### src/rtl/fifo_rd_pkg.sv
// fifo_rd_pkg
//   Shared types and defaults for the fifo1 read-side controller.
//   state_t : controller FSM states (IDLE, DRAIN, FLUSH)
//   DSIZE_DEF / CNTW_DEF : default data and burst-count widths
//   ERRW : width of the optional sequence-checker error counter
//   (the checker is built only when FIFO_RD_CHECK_EN is defined)
package fifo_rd_pkg;

  typedef enum logic [1:0] {
    IDLE  = 2'd0,
    DRAIN = 2'd1,
    FLUSH = 2'd2
  } state_t;

  localparam int DSIZE_DEF = 8;
  localparam int CNTW_DEF  = 8;
  localparam int ERRW      = 8;

endpackage

### src/rtl/fifo_rd_skid.sv
// fifo_rd_skid
//   Two-entry valid/ready buffer sitting between the fifo1 pop strobe and
//   the downstream stream.
//   Handshake: a word moves downstream on any rising clk where
//   m_valid & m_ready; m_data is held stable while m_valid & !m_ready.
//   Ports:
//     clk, rst_n  clock, synchronous active-low reset
//     push        capture push_data this cycle (caller guarantees cnt<2 or a pop)
//     push_data   word to capture
//     cnt         number of held words (0..2), registered
//     m_valid     head entry is valid
//     m_data      head entry
//     m_ready     downstream accepts the head entry
module fifo_rd_skid
  import fifo_rd_pkg::*;
#(
  parameter int DSIZE = DSIZE_DEF
) (
  input  logic             clk,
  input  logic             rst_n,
  input  logic             push,
  input  logic [DSIZE-1:0] push_data,
  output logic [1:0]       cnt,
  output logic             m_valid,
  output logic [DSIZE-1:0] m_data,
  input  logic             m_ready
);

  logic [DSIZE-1:0] head_q;
  logic [DSIZE-1:0] tail_q;
  logic [1:0]       cnt_q;
  logic             pop;

  assign pop     = (cnt_q != 2'd0) && m_ready;
  assign cnt     = cnt_q;
  assign m_valid = (cnt_q != 2'd0);
  assign m_data  = head_q;

  always_ff @(posedge clk) begin
    if (!rst_n) begin
      head_q <= '0;
      tail_q <= '0;
      cnt_q  <= 2'd0;
    end else begin
      case ({push, pop})
        2'b10: begin
          if (cnt_q == 2'd0) begin
            head_q <= push_data;
            cnt_q  <= 2'd1;
          end else if (cnt_q == 2'd1) begin
            tail_q <= push_data;
            cnt_q  <= 2'd2;
          end
        end
        2'b01: begin
          head_q <= tail_q;
          cnt_q  <= cnt_q - 2'd1;
        end
        2'b11: begin
          // Count unchanged; the new word lands behind whatever remains.
          if (cnt_q == 2'd1) begin
            head_q <= push_data;
          end else begin
            head_q <= tail_q;
            tail_q <= push_data;
          end
        end
        default: ;
      endcase
    end
  end

endmodule

### src/rtl/fifo_rd_ctrl.sv
// fifo_rd_ctrl
//   Read-side controller for the fifo1 async FIFO (rclk domain). A start
//   drains burst_len words from fifo1 into a 2-entry skid buffer, which
//   presents them on a valid/ready stream; done pulses once every word has
//   been handed downstream.
//   Optional feature macro: FIFO_RD_CHECK_EN adds an incrementing-sequence
//   checker with ports seq_err and err_cnt.
//   Ports:
//     rclk, rrst_n      clock, synchronous active-low reset
//     rdata, rempty     fifo1 read data / empty flag
//     rinc              pop strobe to fifo1
//     start, burst_len  burst request (honoured in IDLE only) and word count
//     busy, done        burst in progress / 1-cycle completion pulse
//     m_valid, m_data, m_ready  downstream stream
//     seq_err, err_cnt  sticky mismatch flag and saturating count (checker only)
module fifo_rd_ctrl
  import fifo_rd_pkg::*;
#(
  parameter int DSIZE = DSIZE_DEF,
  parameter int CNTW  = CNTW_DEF
`ifdef FIFO_RD_CHECK_EN
  , parameter int CHK_SEED = 1
`endif
) (
  input  logic             rclk,
  input  logic             rrst_n,
  input  logic [DSIZE-1:0] rdata,
  input  logic             rempty,
  output logic             rinc,
  input  logic             start,
  input  logic [CNTW-1:0]  burst_len,
  output logic             busy,
  output logic             done,
  output logic             m_valid,
  output logic [DSIZE-1:0] m_data,
  input  logic             m_ready
`ifdef FIFO_RD_CHECK_EN
  , output logic            seq_err,
  output logic [ERRW-1:0]  err_cnt
`endif
);

  state_t          state_q;
  state_t          state_d;
  logic [CNTW-1:0] remaining_q;
  logic            done_q;
  logic            done_d;
  logic            rinc_c;
  logic            start_ok;
  logic [1:0]      skid_cnt;
  logic            skid_pop;

  assign start_ok = (state_q == IDLE) && start && (burst_len != '0);
  assign skid_pop = m_valid && m_ready;

  // rinc depends on registered state only, so m_ready never reaches it
  // combinationally.
  always_comb begin
    state_d = state_q;
    done_d  = 1'b0;
    rinc_c  = 1'b0;
    case (state_q)
      IDLE: begin
        if (start) begin
          if (burst_len != '0) state_d = DRAIN;
          else                 done_d  = 1'b1;
        end
      end
      DRAIN: begin
        rinc_c = !rempty && (skid_cnt != 2'd2) && (remaining_q != '0);
        if (rinc_c && (remaining_q == CNTW'(1))) state_d = FLUSH;
      end
      FLUSH: begin
        // Leave as soon as the last held word is handed off, even when
        // that handoff happens this very cycle.
        if ((skid_cnt == 2'd0) || ((skid_cnt == 2'd1) && skid_pop)) begin
          state_d = IDLE;
          done_d  = 1'b1;
        end
      end
      default: state_d = IDLE;
    endcase
  end

  always_ff @(posedge rclk) begin
    if (!rrst_n) begin
      state_q     <= IDLE;
      remaining_q <= '0;
      done_q      <= 1'b0;
    end else begin
      state_q <= state_d;
      done_q  <= done_d;
      if (start_ok)    remaining_q <= burst_len;
      else if (rinc_c) remaining_q <= remaining_q - CNTW'(1);
    end
  end

  assign rinc = rinc_c;
  assign busy = (state_q != IDLE);
  assign done = done_q;

  fifo_rd_skid #(
    .DSIZE (DSIZE)
  ) u_skid (
    .clk       (rclk),
    .rst_n     (rrst_n),
    .push      (rinc_c),
    .push_data (rdata),
    .cnt       (skid_cnt),
    .m_valid   (m_valid),
    .m_data    (m_data),
    .m_ready   (m_ready)
  );

`ifdef FIFO_RD_CHECK_EN
  logic [DSIZE-1:0] expected_q;
  logic             seq_err_q;
  logic [ERRW-1:0]  err_cnt_q;

  always_ff @(posedge rclk) begin
    if (!rrst_n) begin
      expected_q <= '0;
      seq_err_q  <= 1'b0;
      err_cnt_q  <= '0;
    end else if (start_ok) begin
      expected_q <= DSIZE'(CHK_SEED);
      seq_err_q  <= 1'b0;
      err_cnt_q  <= '0;
    end else if (rinc_c) begin
      expected_q <= expected_q + DSIZE'(1);
      if (rdata != expected_q) begin
        seq_err_q <= 1'b1;
        if (err_cnt_q != '1) err_cnt_q <= err_cnt_q + ERRW'(1);
      end
    end
  end

  assign seq_err = seq_err_q;
  assign err_cnt = err_cnt_q;
`endif

endmodule

### config.mk
export PLATFORM = sky130hd
export DESIGN_NAME = fifo_rd_ctrl
export DESIGN_NICKNAME = d
export VERILOG_FILES = /design/src/rtl/fifo_rd_pkg.sv /design/src/rtl/fifo_rd_skid.sv /design/src/rtl/fifo_rd_ctrl.sv
export SDC_FILE = /design/constraint.sdc
export NUM_CORES = 1
export LEC_CHECK = 0
export BUFFER_PORTS_ARGS = -buffer_cell sky130_fd_sc_hd__buf_2
export CAP_MARGIN = 20
export CORE_UTILIZATION = 30
export CTS_BUF_LIST = sky130_fd_sc_hd__clkbuf_2 sky130_fd_sc_hd__clkbuf_4 sky130_fd_sc_hd__clkbuf_8
export CTS_CLUSTER_SIZE = 14
export DETAILED_ROUTE_END_ITERATION = 7
export GPL_ROUTABILITY_DRIVEN = 0
export HOLD_SLACK_MARGIN = 0.05
export MAX_ROUTING_LAYER = met4
export PLACE_DENSITY = 0.47
export SKIP_CTS_REPAIR_TIMING = 1
export SLEW_MARGIN = 15
export SYNTH_ARGS = -nofsm -noshare
export SYNTH_HDL_FRONTEND = slang
export SYNTH_HIERARCHICAL = 1
export SYNTH_SLANG_ARGS = --single-unit
### constraint.sdc
create_clock -name rclk -period 4.2 [get_ports rclk]
set_clock_uncertainty 0.05 [all_clocks]
set_input_delay 0.84 -clock rclk [delete_from_list [all_inputs] [get_ports rclk]]
set_output_delay 0.84 -clock rclk [all_outputs]
set_load 0.03 [all_outputs]
==> impl_metrics.env <==
export IMPL_num_vias=1412
export IMPL_rrSetupSlack_ns=1.70
export IMPL_leakage_nw=0.8166
export IMPL_yosysWarnings=6
export IMPL_fp_dieArea_sq_mm=0.005626
export IMPL_synth_ff_type="dfxtp_1"
export IMPL_num_nets_final=238
export IMPL_cts_buffers_inserted=5
export IMPL_grt_pass1_vias=1351
export IMPL_power_density_mw_per_mm2=506.9
export IMPL_clk_latency_ns=0.28
export IMPL_postLayoutSetupSlackWorst_ns=1.237
export IMPL_hold_class="reg -> reg"
export IMPL_swShare_pct=33.37
export IMPL_r2r_cells=7
export IMPL_final_cell_area_sq_mm=0.001941
export IMPL_netlist_area_leader_share_pct=36.31
export IMPL_clock_path_buffers=2
export IMPL_synth_seq_cells=29
export IMPL_rows=26
export IMPL_die_w_um=75.01
export IMPL_hold_violations=0
export IMPL_wl_per_cell_um=13.45
export IMPL_rsz0062_at_grt="false"
export IMPL_synth_largest_area_cell="dfxtp_1"
export IMPL_vias_per_cell=4.989
export IMPL_root_buffer="clkbuf_8"
export IMPL_yosysSeqAreaShare_pct=36.31
export IMPL_cap_violations=0
export IMPL_period_needed_ns=2.963
export IMPL_syn_nets=204
export IMPL_start_util_pct=31.31
export IMPL_tns_ns=0
export IMPL_cp_max_fo=12
export IMPL_netlist_instances=178
export IMPL_clkPwrFrac_pct=35.5
export IMPL_clk_pin_slew_ns=0.06
export IMPL_overflow=0
export IMPL_vdd_drop_max_mv=0.1661
export IMPL_synth_area_leaders="dfxtp_1 36%, mux2i_1 8.1%, a21oi_1 5.9%, ha_1 3.9%, nor2b_1 3.9%"
export IMPL_worstPathArrival_ns=2.07
export IMPL_tightest_slew_ns=0.8196
export IMPL_cp_required_ns=3.31
export IMPL_area_growth_pct=21.36
export IMPL_fin_crit_sh_pct=70.54
export IMPL_synth_distinct_cells=50
export IMPL_synth_most_common_cell="dfxtp_1"
export IMPL_max_freq_mhz=337.5
export IMPL_startpoint_type="input port"
export IMPL_r2r_end="u_skid/tail_q[0]"
export IMPL_wl_mm=3.807
export IMPL_die_y_um=75.01
export IMPL_critical_path_class="in -> out"
export IMPL_antenna_found_initial=0
export IMPL_hpwlAfterDp_mm=2.747
export IMPL_slew_violations=0
export IMPL_drtAntennaViolNets=0
export IMPL_p_total_mw=0.9836
export IMPL_netlist_area_sq_mm=0.001599
export IMPL_max_slew_margin_rel_pct=44.86
export IMPL_p_int_mw=0.6554
export IMPL_p_comb_share_pct=30.2
export IMPL_pin_count=33
export IMPL_core_sq_mm=0.005107
export IMPL_finalSetupViolCount=0
export IMPL_drive_above_1_share_pct=25.82
export IMPL_post_dp_cell_area_sq_mm=0.001807
export IMPL_antenna_cells=0
export IMPL_port_buffer_count=32
export IMPL_grt_max_degree=24
export IMPL_synth_commonest_cells="29 x dfxtp_1, 19 x a21oi_1, 14 x nand2_1"
export IMPL_tritoncts="built"
export IMPL_clock_sinks=29
export IMPL_whs_endpoint="remaining_q[1]"
export IMPL_grt_pass1_wl_mm=6.403
export IMPL_syn_area_per_cell_sq_um=8.983
export IMPL_reg2reg_from="state_q[1]"
export IMPL_preCtsSetupSlack_ns=1.247
export IMPL_synth_edf_count=0
export IMPL_p_switching_mw=0.3282
export IMPL_min_delay_start="remaining_q[1]"
export IMPL_h_tree_depth=2
export IMPL_drtIter0Drc=82
export IMPL_grtUsageTotal_pct=15.60
export IMPL_status="completed"
export IMPL_worstSetupEndpointType="output pin"
export IMPL_async_reset_ff_share_pct=0
export IMPL_power_frac_seq_pct=34.4
export IMPL_dr_pass1_iters=4
export IMPL_drcViolationCount=0
export IMPL_hold_depth=2
## power groups by stage
stage	Sequential (mW)	Combinational (mW)	Clock (mW)
6_report	0.338	0.297	0.349
5_1_grt	0.343	0.330	0.370
4_1_cts	0.338	0.297	0.357
3_5_place_dp	0.344	0.296	0
3_3_place_gp	0.345	0.299	0
2_1_floorplan	0.374	0.194	0
## flip-flops by register name, indices dropped and copies added, names as in the netlist
name / flops
state_q: 2
u_skid/tail_q: 8
done: 1
u_skid/m_data: 8
remaining_q: 8
u_skid/cnt: 2
## cell type report
cell class	count	area, sq um
Timing Repair Buffer	32	160.2
Multi-Input combinational cell	134	940.9
Inverter	10	37.54
Fill cell	537	3167
Sequential cell	29	580.6
Clock buffer	5	68.82
Clock inverter	3	65.06
Tap cell	70	87.58
## worst max-delay path by stage
stage          startpoint               end  slack, ns  cells past startpoint
2_1_floorplan      rempty  u_skid/m_data[0]       1.74                      8
3_3_place_gp       rempty              rinc       1.27                      5
3_5_place_dp       rempty              rinc       1.25                      5
4_1_cts            rempty              rinc       1.26                      5
5_1_grt            rempty              rinc       1.15                      5
6_report           rempty              rinc       1.24                      5
## per-layer routing
layer	wire length [um]	part of all wire, %	vias up	track usage, %
li1	-	-	716	-
met1	1870	49	655	20.66
met2	1743	46	39	22.72
met3	172	4.5	2	3.347
met4	21	0.55	0	6.918
met5	0	0	-	-
## cell usage in the layout (no fill, tap or decap), types with 2 or more instances in the layout
cell type	instances
buf_2	32
dfxtp_1	29
a21oi_1	19
nand2_1	14
mux2i_1	13
nor2b_1	10
nor2_1	10
inv_1	8
o21ai_0	7
ha_1	5
clkbuf_8	5
o21ai_1	5
o221ai_1	4
nor3_1	3
nor4_1	3
o211ai_1	3
nand2b_1	2
nand2_2	2
inv_2	2
or4_4	2
a31oi_1	2
nand3_1	2
a32oi_1	2
bufinv_16	2
## per-stage QoR
stage          util [%]  instances  hold slack (ns)
2_1_floorplan         -        178           0.3951
3_3_place_gp      35.37        275           0.4210
3_5_place_dp      35.37        275           0.4238
4_1_cts           38.00        283           0.4323
5_1_grt           38.00        283           0.4820
6_report          38.00        283           0.4275
## cell families after synthesis
kind of cell,after synthesis,share of synthesized area (%)
XOR/XNOR,1,0.5478
multiplexers,14,8.842
AO/OA/AOI/OAI,53,21.91
buffers and inverters,15,4.852
adder cells (fa/ha/maj),5,3.912
AND/OR/NAND/NOR,61,23.63
flip-flops,29,36.31
## worst max-delay path, cell delays in order
cell	delay, ns
buf_2	0.12
nor3_4	0.43
nand2_1	0.23
inv_2	0.22
buf_2	0.23
Power figures use the tool's default switching activity.
